### src/rtl/mem_port_arbiter_pkg.sv
// Shared types for the memory-port arbiter: bus widths, command/client enums,
// issue-register and tag-table entry layouts.
package mem_port_arbiter_pkg;

  localparam int ADDR_W       = 32;
  localparam int BLOCK_W      = 64;
  localparam int TAG_W        = 4;
  localparam int NUM_MEM_TAGS = 15;
  localparam int MEM_MAX_OUT  = 4;
  localparam int CNT_W        = 4;
  localparam int NUM_LD       = 3;

  typedef logic [ADDR_W-1:0]  ADDR;
  typedef logic [BLOCK_W-1:0] MEM_BLOCK;
  typedef logic [TAG_W-1:0]   MEM_TAG;

  typedef enum logic [1:0] {
    MEM_NONE  = 2'h0,
    MEM_LOAD  = 2'h1,
    MEM_STORE = 2'h2
  } MEM_COMMAND;

  typedef enum logic [1:0] {
    CL_Q = 2'd0,
    CL_K = 2'd1,
    CL_V = 2'd2,
    CL_O = 2'd3
  } MEM_CLIENT_T;

  typedef struct packed {
    logic        vld;
    MEM_CLIENT_T client;
    ADDR         addr;
    MEM_BLOCK    data;
  } issue_t;

  typedef struct packed {
    logic        vld;
    MEM_CLIENT_T owner;
  } tag_entry_t;

endpackage

### src/rtl/mem_port_arbiter_rr_arbiter4.sv
// Four-way round-robin arbiter: one-hot grant searched starting after the
// last granted requester; the pointer moves only when advance is strobed.
module rr_arbiter4
  import mem_port_arbiter_pkg::*;
(
  input  logic       clk,
  input  logic       rst,
  input  logic [3:0] req_i,
  input  logic       adv_i,
  output logic [3:0] gnt_o,
  output logic [1:0] gnt_idx_o
);

  logic [1:0] last_q;
  logic [1:0] last_d;
  logic [1:0] idx;

  always_comb begin
    gnt_o  = '0;
    last_d = last_q;
    idx    = '0;
    // k = 4 wraps back to last_q itself, so it is searched last
    for (int k = 1; k <= 4; k++) begin
      idx = last_q + 2'(k);
      if (req_i[idx] && (gnt_o == 4'b0000)) begin
        gnt_o[idx] = 1'b1;
        last_d     = idx;
      end
    end
  end

  assign gnt_idx_o = last_d;

  always_ff @(posedge clk) begin
    if (!rst) begin
      last_q <= 2'(CL_O);
    end else if (adv_i && (gnt_o != 4'b0000)) begin
      last_q <= last_d;
    end
  end

endmodule

### src/rtl/mem_port_arbiter.sv
// Shares the tagged memory port among Q/K/V load streams and the O store
// stream; retries rejected commands and routes returning data by tag owner.
module mem_port_arbiter
  import mem_port_arbiter_pkg::*;
#(
  parameter int MAX_OUT = MEM_MAX_OUT
) (
  input  logic                        clk,
  input  logic                        rst,
  input  logic [NUM_LD-1:0]           ld_req_vld,
  input  logic [NUM_LD*ADDR_W-1:0]    ld_req_addr,
  output logic [NUM_LD-1:0]           ld_req_rdy,
  input  logic                        st_req_vld,
  input  logic [ADDR_W-1:0]           st_req_addr,
  input  logic [BLOCK_W-1:0]          st_req_data,
  output logic                        st_req_rdy,
  output logic [NUM_LD-1:0]           ld_rsp_vld,
  output logic [BLOCK_W-1:0]          ld_rsp_data,
  output logic [1:0]                  proc2mem_command,
  output logic [ADDR_W-1:0]           proc2mem_addr,
  output logic [BLOCK_W-1:0]          proc2mem_data,
  input  logic [TAG_W-1:0]            mem2proc_transaction_tag,
  input  logic [BLOCK_W-1:0]          mem2proc_data,
  input  logic [TAG_W-1:0]            mem2proc_data_tag,
  output logic                        idle,
  output logic                        err
);

  // Handshake: a request transfers in the cycle where vld && rdy; rdy is a
  // combinational function of vld, the transaction tag and state only.

  issue_t      iss_q, iss_d;
  tag_entry_t  tag_q [NUM_MEM_TAGS+1];
  tag_entry_t  tag_d [NUM_MEM_TAGS+1];
  logic [CNT_W-1:0] cnt_q [NUM_LD];
  logic [CNT_W-1:0] cnt_d [NUM_LD];
  logic [NUM_LD-1:0] rsp_vld_q, rsp_vld_d;
  MEM_BLOCK    rsp_data_q, rsp_data_d;
  logic        err_q, err_d;

  MEM_TAG      acc_tag;
  MEM_TAG      rsp_tag;
  logic        accept;
  logic        acc_load;
  logic        rsp_hit;
  logic        rsp_miss;
  MEM_CLIENT_T rsp_owner;
  logic        can_fill;
  logic [NUM_LD-1:0] ld_elig;
  logic [3:0]  req;
  logic [3:0]  gnt;
  logic [1:0]  gnt_idx;
  MEM_CLIENT_T gnt_cl;
  ADDR         gnt_addr;

  assign acc_tag   = mem2proc_transaction_tag;
  assign rsp_tag   = mem2proc_data_tag;
  assign accept    = iss_q.vld && (acc_tag != '0);
  assign acc_load  = accept && (iss_q.client != CL_O);
  assign rsp_hit   = (rsp_tag != '0) && tag_q[rsp_tag].vld;
  assign rsp_miss  = (rsp_tag != '0) && !tag_q[rsp_tag].vld;
  assign rsp_owner = tag_q[rsp_tag].owner;
  assign can_fill  = !iss_q.vld || accept;

  // A load sitting in the issue register counts toward its client's limit,
  // otherwise back-to-back grants could push outstanding loads past MAX_OUT.
  always_comb begin
    ld_elig = '0;
    for (int i = 0; i < NUM_LD; i++) begin
      ld_elig[i] = ld_req_vld[i] &&
                   (({1'b0, cnt_q[i]} +
                     (CNT_W+1)'(iss_q.vld && (iss_q.client == 2'(i))))
                    < (CNT_W+1)'(MAX_OUT));
    end
  end

  assign req = can_fill ? {st_req_vld, ld_elig} : 4'b0000;

  rr_arbiter4 u_rr (
    .clk       (clk),
    .rst       (rst),
    .req_i     (req),
    .adv_i     (can_fill),
    .gnt_o     (gnt),
    .gnt_idx_o (gnt_idx)
  );

  assign ld_req_rdy = gnt[NUM_LD-1:0];
  assign st_req_rdy = gnt[3];
  assign gnt_cl     = MEM_CLIENT_T'(gnt_idx);

  always_comb begin
    case (gnt_cl)
      CL_Q:    gnt_addr = ld_req_addr[0*ADDR_W +: ADDR_W];
      CL_K:    gnt_addr = ld_req_addr[1*ADDR_W +: ADDR_W];
      CL_V:    gnt_addr = ld_req_addr[2*ADDR_W +: ADDR_W];
      default: gnt_addr = st_req_addr;
    endcase
  end

  always_comb begin
    iss_d = iss_q;
    if (accept) begin
      iss_d.vld = 1'b0;
    end
    if (gnt != 4'b0000) begin
      iss_d.vld    = 1'b1;
      iss_d.client = gnt_cl;
      iss_d.addr   = gnt_addr;
      iss_d.data   = (gnt_cl == CL_O) ? st_req_data : '0;
    end
  end

  // Response frees its entry before acceptance allocates, so a tag that is
  // returned and re-issued in the same cycle is not a protocol error.
  always_comb begin
    tag_d      = tag_q;
    err_d      = err_q;
    rsp_vld_d  = '0;
    rsp_data_d = rsp_data_q;
    if (rsp_hit) begin
      tag_d[rsp_tag].vld = 1'b0;
      rsp_data_d         = mem2proc_data;
      for (int i = 0; i < NUM_LD; i++) begin
        rsp_vld_d[i] = (rsp_owner == 2'(i));
      end
    end
    if (rsp_miss) begin
      err_d = 1'b1;
    end
    if (acc_load) begin
      if (tag_d[acc_tag].vld) begin
        err_d = 1'b1;
      end
      tag_d[acc_tag].vld   = 1'b1;
      tag_d[acc_tag].owner = iss_q.client;
    end
  end

  always_comb begin
    for (int i = 0; i < NUM_LD; i++) begin
      cnt_d[i] = cnt_q[i]
               + CNT_W'(acc_load && (iss_q.client == 2'(i)))
               - CNT_W'(rsp_hit && (rsp_owner == 2'(i)));
    end
  end

  always_ff @(posedge clk) begin
    if (!rst) begin
      iss_q      <= '0;
      rsp_vld_q  <= '0;
      rsp_data_q <= '0;
      err_q      <= 1'b0;
      for (int t = 0; t <= NUM_MEM_TAGS; t++) begin
        tag_q[t] <= '0;
      end
      for (int i = 0; i < NUM_LD; i++) begin
        cnt_q[i] <= '0;
      end
    end else begin
      iss_q      <= iss_d;
      rsp_vld_q  <= rsp_vld_d;
      rsp_data_q <= rsp_data_d;
      err_q      <= err_d;
      for (int t = 0; t <= NUM_MEM_TAGS; t++) begin
        tag_q[t] <= tag_d[t];
      end
      for (int i = 0; i < NUM_LD; i++) begin
        cnt_q[i] <= cnt_d[i];
      end
    end
  end

  always_comb begin
    proc2mem_command = MEM_NONE;
    proc2mem_addr    = '0;
    proc2mem_data    = '0;
    if (iss_q.vld) begin
      proc2mem_command = (iss_q.client == CL_O) ? MEM_STORE : MEM_LOAD;
      proc2mem_addr    = iss_q.addr;
      proc2mem_data    = iss_q.data;
    end
  end

  assign ld_rsp_vld  = rsp_vld_q;
  assign ld_rsp_data = rsp_data_q;
  assign err         = err_q;
  assign idle        = !iss_q.vld && (cnt_q[0] == '0) && (cnt_q[1] == '0)
                       && (cnt_q[2] == '0);

endmodule

### config.mk
export PLATFORM = sky130hd
export DESIGN_NAME = mem_port_arbiter
export DESIGN_NICKNAME = d
export VERILOG_FILES = /design/src/rtl/mem_port_arbiter_pkg.sv /design/src/rtl/mem_port_arbiter_rr_arbiter4.sv /design/src/rtl/mem_port_arbiter.sv
export SDC_FILE = /design/constraint.sdc
export NUM_CORES = 1
export LEC_CHECK = 0
export CAP_MARGIN = 20
export CORE_AREA = 2 2 171 173
export CTS_BUF_LIST = sky130_fd_sc_hd__clkbuf_4 sky130_fd_sc_hd__clkbuf_8
export DETAILED_ROUTE_END_ITERATION = 16
export DIE_AREA = 0 0 173 175
export DONT_BUFFER_PORTS = 1
export HOLD_SLACK_MARGIN = 0.05
export PLACE_DENSITY = 0.53
export SYNTH_ARGS = -nofsm -noshare
export SYNTH_HDL_FRONTEND = slang
export SYNTH_SLANG_ARGS = --single-unit
### constraint.sdc
create_clock -name clk -period 4.2 [get_ports clk]
set_clock_uncertainty 0.1 [all_clocks]
set_input_delay 0.42 -clock clk [delete_from_list [all_inputs] [get_ports clk]]
set_output_delay 0.42 -clock clk [all_outputs]
set_load 0.01 [all_outputs]
After elaboration in Yosys (flattened, before gate mapping)
Memories as Yosys holds them, arrays and structs flattened. Cells that the tools add are included.

Register bits after elaboration: 217. RAM bits: 12. Word-level logic and storage cells: 189. Memories: 1.

$add $sub $neg: 12. Order comparisons: 15. Eq/ne operators: 9. Mux-type cells: 58. Bitwise operators: 8. Reduce and logical (&&, ||, !) cells: 46.

Memory list: cnt_q (depth 3, bits a word 4, read ports 3, clocked after Yosys merged registers in 0, wr ports 3, line mem_port_arbiter.sv:35) `logic [CNT_W-1:0] cnt_q [NUM_LD];`.

Operators by type and width (count): 48-bit bitwise mux (3); 64-bit 2-to-1 mux (2); 99-bit 2-to-1 mux (1); 48-bit 2-to-1 mux (2); 32-bit one-hot mux with 3 select lines (1); 3-bit demux with 4-bit select (3); 32-bit 2-to-1 mux (1); 4-bit 2-to-1 mux (8); 1-bit logical AND (29); 3-bit binary-select mux with 4-bit select (2); 4-bit logical NOT (6); 3-bit 2-to-1 mux (6); 4-bit by 1-bit adder with 5-bit output (3); 5-bit by 3-bit < comparator with 1-bit output (second input constant) (3); 1-bit 2-to-1 mux (14); 2-bit 2-to-1 mux (7); 4-bit by 1-bit adder with 4-bit output (3); 2-bit by 3-bit < comparator with 1-bit output (second input constant) (4); 4-bit OR (3); 4-bit nonzero test (3); 4-bit by 1-bit subtractor with 4-bit output (3); 2-bit equality test (second input constant) (5); 5-bit >= comparator (second input constant) (2); 5-bit by 1-bit < comparator with 1-bit output (second input constant) (2); other kinds (14) (32).

Depth between registers and ports, before layout
Word-level depth: 21. Depth in mapped cells: 16. Depth with buffers taken out: 12.

By module
From an unflattened synthesis, not the netlist that was laid out.

Cells, all modules: 1333. Area total of the unflattened synthesis: 11737.5 um^2.

By module, submodules not included: mem_port_arbiter (instances 1, cells each 1260, area an instance 11053.1 um^2, seq. area each 4544.4 um^2); rr_arbiter4 (instances 1, cells each 73, area an instance 684.4 um^2, seq. area each 40.0 um^2).

Worst setup path after synthesis
OpenSTA, ideal clock, no wires.

Path type: flip-flop to flip-flop. From: reg u_rr.last_q[1]. To: reg iss_q[10] (netlist bit). Setup time: 60 ps. Arrival time: 3864 ps. Data required time: 4040 ps. Slack: 176 ps. Stages on the path, launching flop included: 16. Clock period less this slack: 4024 ps. Path through: dfxtp_1 > clkbuf_1 > inv_1 > ha_1 > buf_1 > or2_2 > o32ai_1 > a211o_1 > or3_4 > a32o_1 > a311o_1 > a311oi_4 > and3_1 > buf_4 > buf_6 > a22o_1.

Cells in the longest elaborated chain, start to end: 17.

Ends and longest elaborated chain: from (decl) (line mem_port_arbiter_rr_arbiter4.sv:14) `logic [1:0] last_q;`; from (signal assigned) (line mem_port_arbiter_rr_arbiter4.sv:36) `last_q <= 2'(CL_O);`; from (signal assigned) (line mem_port_arbiter_rr_arbiter4.sv:38) `last_q <= last_d;`; 2-bit by 1-bit adder with 2-bit output (line mem_port_arbiter_rr_arbiter4.sv:24) `idx = last_q + 2'(k);`; 2-bit by 3-bit < comparator with 1-bit output (implied by the code) / 2-bit by 1-bit >= comparator with 1-bit output (equally long branches) (line mem_port_arbiter_rr_arbiter4.sv:26) `gnt_o[idx] = 1'b1;`; 1-bit logical AND (implied by the code) (line mem_port_arbiter_rr_arbiter4.sv:26); 1-bit 2-to-1 mux (implied by the code) (line mem_port_arbiter_rr_arbiter4.sv:26); 1-bit demux with 2-bit select; 4-bit 2-to-1 mux (line mem_port_arbiter_rr_arbiter4.sv:25) `if (req_i[idx] && (gnt_o == 4'b0000)) begin`; 4-bit logical NOT (line mem_port_arbiter_rr_arbiter4.sv:25); 1-bit logical AND (line mem_port_arbiter_rr_arbiter4.sv:25); 4-bit 2-to-1 mux (line mem_port_arbiter_rr_arbiter4.sv:25); 4-bit logical NOT (line mem_port_arbiter_rr_arbiter4.sv:25); 1-bit logical AND (line mem_port_arbiter_rr_arbiter4.sv:25); 4-bit 2-to-1 mux (line mem_port_arbiter_rr_arbiter4.sv:25); 4-bit logical NOT (line mem_port_arbiter_rr_arbiter4.sv:25); 1-bit logical AND (line mem_port_arbiter_rr_arbiter4.sv:25); 2-bit 2-to-1 mux (line mem_port_arbiter_rr_arbiter4.sv:25); 2-bit equality test (line mem_port_arbiter.sv:110) `iss_d.data = (gnt_cl == CL_O) ? st_req_data : '0;`; 64-bit 2-to-1 mux (line mem_port_arbiter.sv:110); to (signal assigned) (line mem_port_arbiter.sv:161) `iss_q <= iss_d;`; to (decl) (line mem_port_arbiter.sv:32) `issue_t iss_q, iss_d;`.

Several ways; a longest one is shown, not always the timed one. The select of a mux whose other input is x is not followed. A chain may end at the register's enable or synchronous reset.

Worst setup path after layout
From: reg iss_q[98] (netlist bit). To: reg iss_q[65] (netlist bit).

Cells in the longest elaborated chain, start to end: 19.

Ends and longest elaborated chain: 1-bit logical AND (line mem_port_arbiter.sv:72) `(CNT_W+1)'(iss_q.vld && (iss_q.client == 2'(i))))`; 4-bit by 1-bit adder with 5-bit output (line mem_port_arbiter.sv:71) `(({1'b0, cnt_q[i]} +`; 5-bit by 3-bit < comparator with 1-bit output (line mem_port_arbiter.sv:73) `< (CNT_W+1)'(MAX_OUT));`; 1-bit logical AND (line mem_port_arbiter.sv:70) `ld_elig[i] = ld_req_vld[i] &&`; 4-bit 2-to-1 mux * (line mem_port_arbiter.sv:77) `assign req = can_fill ? {st_req_vld, ld_elig} : 4'b0000;`; 1-bit binary-select mux with 2-bit select (line mem_port_arbiter_rr_arbiter4.sv:25); 1-bit 2-to-1 mux (implied by the code) (line mem_port_arbiter_rr_arbiter4.sv:25); 4-bit 2-to-1 mux (line mem_port_arbiter_rr_arbiter4.sv:25); [... 3 more ...]; 4-bit logical NOT (line mem_port_arbiter_rr_arbiter4.sv:25); 1-bit logical AND (line mem_port_arbiter_rr_arbiter4.sv:25); 4-bit 2-to-1 mux (line mem_port_arbiter_rr_arbiter4.sv:25); 4-bit logical NOT (line mem_port_arbiter_rr_arbiter4.sv:25); 1-bit logical AND (line mem_port_arbiter_rr_arbiter4.sv:25); 2-bit 2-to-1 mux (line mem_port_arbiter_rr_arbiter4.sv:25); 2-bit equality test (tied with other cells) (line mem_port_arbiter.sv:93) `case (gnt_cl)`; 32-bit one-hot mux with 3 select lines (line mem_port_arbiter.sv:93).

Every way passes the cells marked *; elsewhere a longest branch is shown, timed or not. The select of a mux whose other input is x is not followed.

==> summary.txt <==
Outcome
  • Status: complete, no violations

Floorplan
  • Die Height: 175 um
  • Die Wd: 173 um
  • Std cell rows: 62
  • Core area: 28390 um^2
  • Total Die Area: 30280 um^2
  • Top Ports: 441
  • Initial Utilization: 0.4067

Yosys
  • Register bit total from synthesis: 229
  • Synth cell count leaders: dfxtp_1 (229), and2_1 (112), mux2i_1 (108), nor2b_1 (80), clkbuf_1 (77)
  • Yosys Warn Count: 0
  • Synthesized instance count: 1196
  • Syn avg cell area: 9.655 um^2
  • Synthesized Nets: 1498
  • Share of synthesized flip-flops with an asynchronous set or reset: 0
  • Synth unique cells: 69
  • Cell area after synthesis: 11550 um^2
  • Post-synth EDFFs: 0
  • Top_reg_cell synth: dfxtp_1
  • Post-synth top area share: 0.3970
  • Most frequent cell after synthesis: dfxtp_1
  • Yosys top cell by area: dfxtp_1
  • Sequential share of the synthesized area: 0.3970
  • Synth top area cells: dfxtp_1 (40%), mux2i_1 (9.4%), and2_1 (6.1%)

Clock tree
  • Clk root buf: clkbuf_8
  • Reg clk slew, reported paths: 0.06 ns
  • H-tree depth: 2
  • CTS tree: done
  • Clock Sinks: 229
  • Skew-Pair Late Insertion Delay: 0.54 ns
  • CTS Buffer Depth: 3
  • TritonCTS Buffers: 41

Routing
  • DR DRC count: 0
  • Drt first pass iters: 5
  • Routed vias/inst: 5.596
  • DRC violation total after the first TritonRoute iteration: 480
  • Routed WL per cell: 19.56 um
  • DRT Wirelength: 34.17 mm
  • Detail Route Antenna Nets: 0
  • DR vias: 9776

Cells and area
  • Final Instance Area: 14530 um^2
  • Layout cells sized above 1: 0.1072
  • Nets@finish: 1638
  • Finished Layout Cells: 1747
  • Area Overhead vs Synth: 25.84%

Power
  • Total Power: 10.33 mW
  • Pleak: 6.017 nW
  • Worst vdd ir: 0.0004672 V
  • Power per cell area: 710.9 nW/um^2

GRT
  • Overall routing resource usage: 0.2110
  • Pin count of the biggest net entering global routing: 166
  • Global-route wire length before repair: 52.48 mm
  • Vias in the first global route: 9787
  • Initial antenna violation count: 2
  • GRT overflow: 0

Worst setup path
  • RR Startpoint: iss_q[98]
  • Startpoint Class: flip-flop
  • Cell Chain, Critical Path: and4bb_2 -> nor4b_4 -> o221ai_2 -> a211o_1 -> or3_4 -> nand3_1 -> o2111ai_2 -> buf_12 -> nand4_2 -> buf_4 -> buf_12 -> mux2i_1 -> dlygate4sd3_1 -> a211oi_1
  • Crit Path Max Fanout: 33
  • CP Capture Type: flip-flop
  • Crit Path Category: reg2reg
  • CP arrival: 4.36 ns
  • CP peak stage delay: 0.56 ns
  • Slowest stage cell, crit path: dlygate4sd3_1
  • CP dominant cell by count: buf_12
  • Worst Setup SP: iss_q[98]
  • Critical Path RT: 4.54 ns
  • Reg2reg setup slack: 0.18 ns

Placement
  • Pre-CTS setup slack: 0.3664 ns
  • DP Cell Count: 1504
  • Routability cong.: 0.8275
  • IO buf count: 0
  • DPL Wire Length: 21.22 mm
  • Placed Area: 11900 um^2

Worst hold path
  • Hold path start: ld_req_addr[67]
  • Hold WC Path Type: in2reg

STA
  • Rel. slew slack: 0.2723
  • Slew Limit Fails: 0
  • Setup_tns: 0 ns
  • Final worst-path cycle share: 0.9564
  • # setup viols final: 0
  • Worst Max-Slew Pin Slew: 1.092 ns
  • Final Hold Viols: 0
  • Final WS setup: 0.1833 ns
  • Min cycle time layout: 4.017 ns
  • Fmax: 249.0 MHz

Job
  • Max Cap Viol: 0
[metrics by stage]
stage	utilization	hold WS, ns
2_1_floorplan	-	0.3249
3_3_place_gp	0.4192	0.3454
3_5_place_dp	0.4192	0.3466
4_1_cts	0.5087	0.05069
5_1_grt	0.5118	0.05281
6_report	0.5118	0.06397
[sequential cells by signal, summed over array words and instances (netlist names)]
register and flops:
cnt_q 12, err 1, iss_q 99, ld_rsp_data 64
ld_rsp_vld 3, tag_q 48, u_rr.last_q 2
[routing by layer]
metal | vias to the layer above | track usage | share of wire
met2 | 438 | 0.3580 | 0.48
met1 | 4648 | 0.2567 | 0.42
met3 | 78 | 0.05505 | 0.072
met4 | 2 | 0.07980 | 0.030
li1 | 4610 | - | -
met5 | - | 0 | 0.00038
[power breakdown]
group / internal, mW / switching [mW] / total (mW)
registers: 2.51 / 0.162 / 2.67
clock network: 1.21 / 0.909 / 2.12
logic: 2.32 / 3.22 / 5.54
total: 6.04 / 4.29 / 10.3
[area by class of cell]
cell class,count,area (um^2)
sequential,229,4587
antenna,1,2.502
clock buffer,64,762.0
inverter,58,217.7
multi-input combinational,805,6354
tap,384,480.5
fill,2539,13860
timing repair buffer,201,2068
clock inverter,5,60.06
[cells by family (layout without fill, tap and decap cells)]
family                     after synthesis  count (layout)  share of synthesized area
AOI/OAI and AO/OA                      301             301                     0.2045
xor gates and xnor gates                 6               6                   0.004552
adders and majority gates               32              32                    0.03662
buffers and inverters                  162             328                    0.05786
DFF                                    229             229                     0.3970
muxes                                  127             127                     0.1307
other                                    0               1                          0
and+or+nand+nor                        339             339                     0.1688
[final timing paths]
| kind | end | cells after the start |
|---|---|---|
| worst max-delay path | iss_q[65] | 14 |
| worst min register to register | iss_q[2] | 1 |
| worst max register to register | iss_q[65] | 14 |
| worst min-delay path | iss_q[67] | 2 |
[repair_timing]
item                                   4_1_cts  5_1_grt
buffers inserted                             0        2
endpoints found under the hold margin      229        0
hold buffers                               170        0
resized for setup                            0       11
setup endpoints to repair                    0       19
[layout by cell type, fill, tap and decap left out, types with 4 or more instances in the layout]
cell type,synthesis,layout
o31a_1,4,4
dfxtp_1,229,227
nor3_1,7,6
o21ai_0,51,51
nand3_1,28,27
nand2b_1,5,5
a211oi_1,32,32
a41oi_1,32,32
nor4_1,4,4
ha_1,29,28
mux2i_1,108,108
mux4_2,19,19
a21oi_1,10,10
nor2_1,23,22
o211ai_1,4,4
a2111oi_0,32,32
inv_1,57,57
clkbuf_4,0,19
a21boi_0,42,42
clkbuf_8,0,45
dlygate4sd3_1,0,169
buf_4,1,20
nor2b_1,80,80
and2_1,112,111
a22o_1,67,67
nand2_1,48,48
and3_1,6,5
nor3b_1,6,5
buf_12,0,7
[critical path: cells and delay by family (launching register included)]
family | cells | cell delay (ns)
and+or+nand+nor | 5 | 1.21
buffers and inverters | 4 | 1.09
AOI/OAI and AO/OA | 4 | 1.04
DFF | 1 | 0.39
muxes | 1 | 0.08
Power figures use the tool's default switching activity.
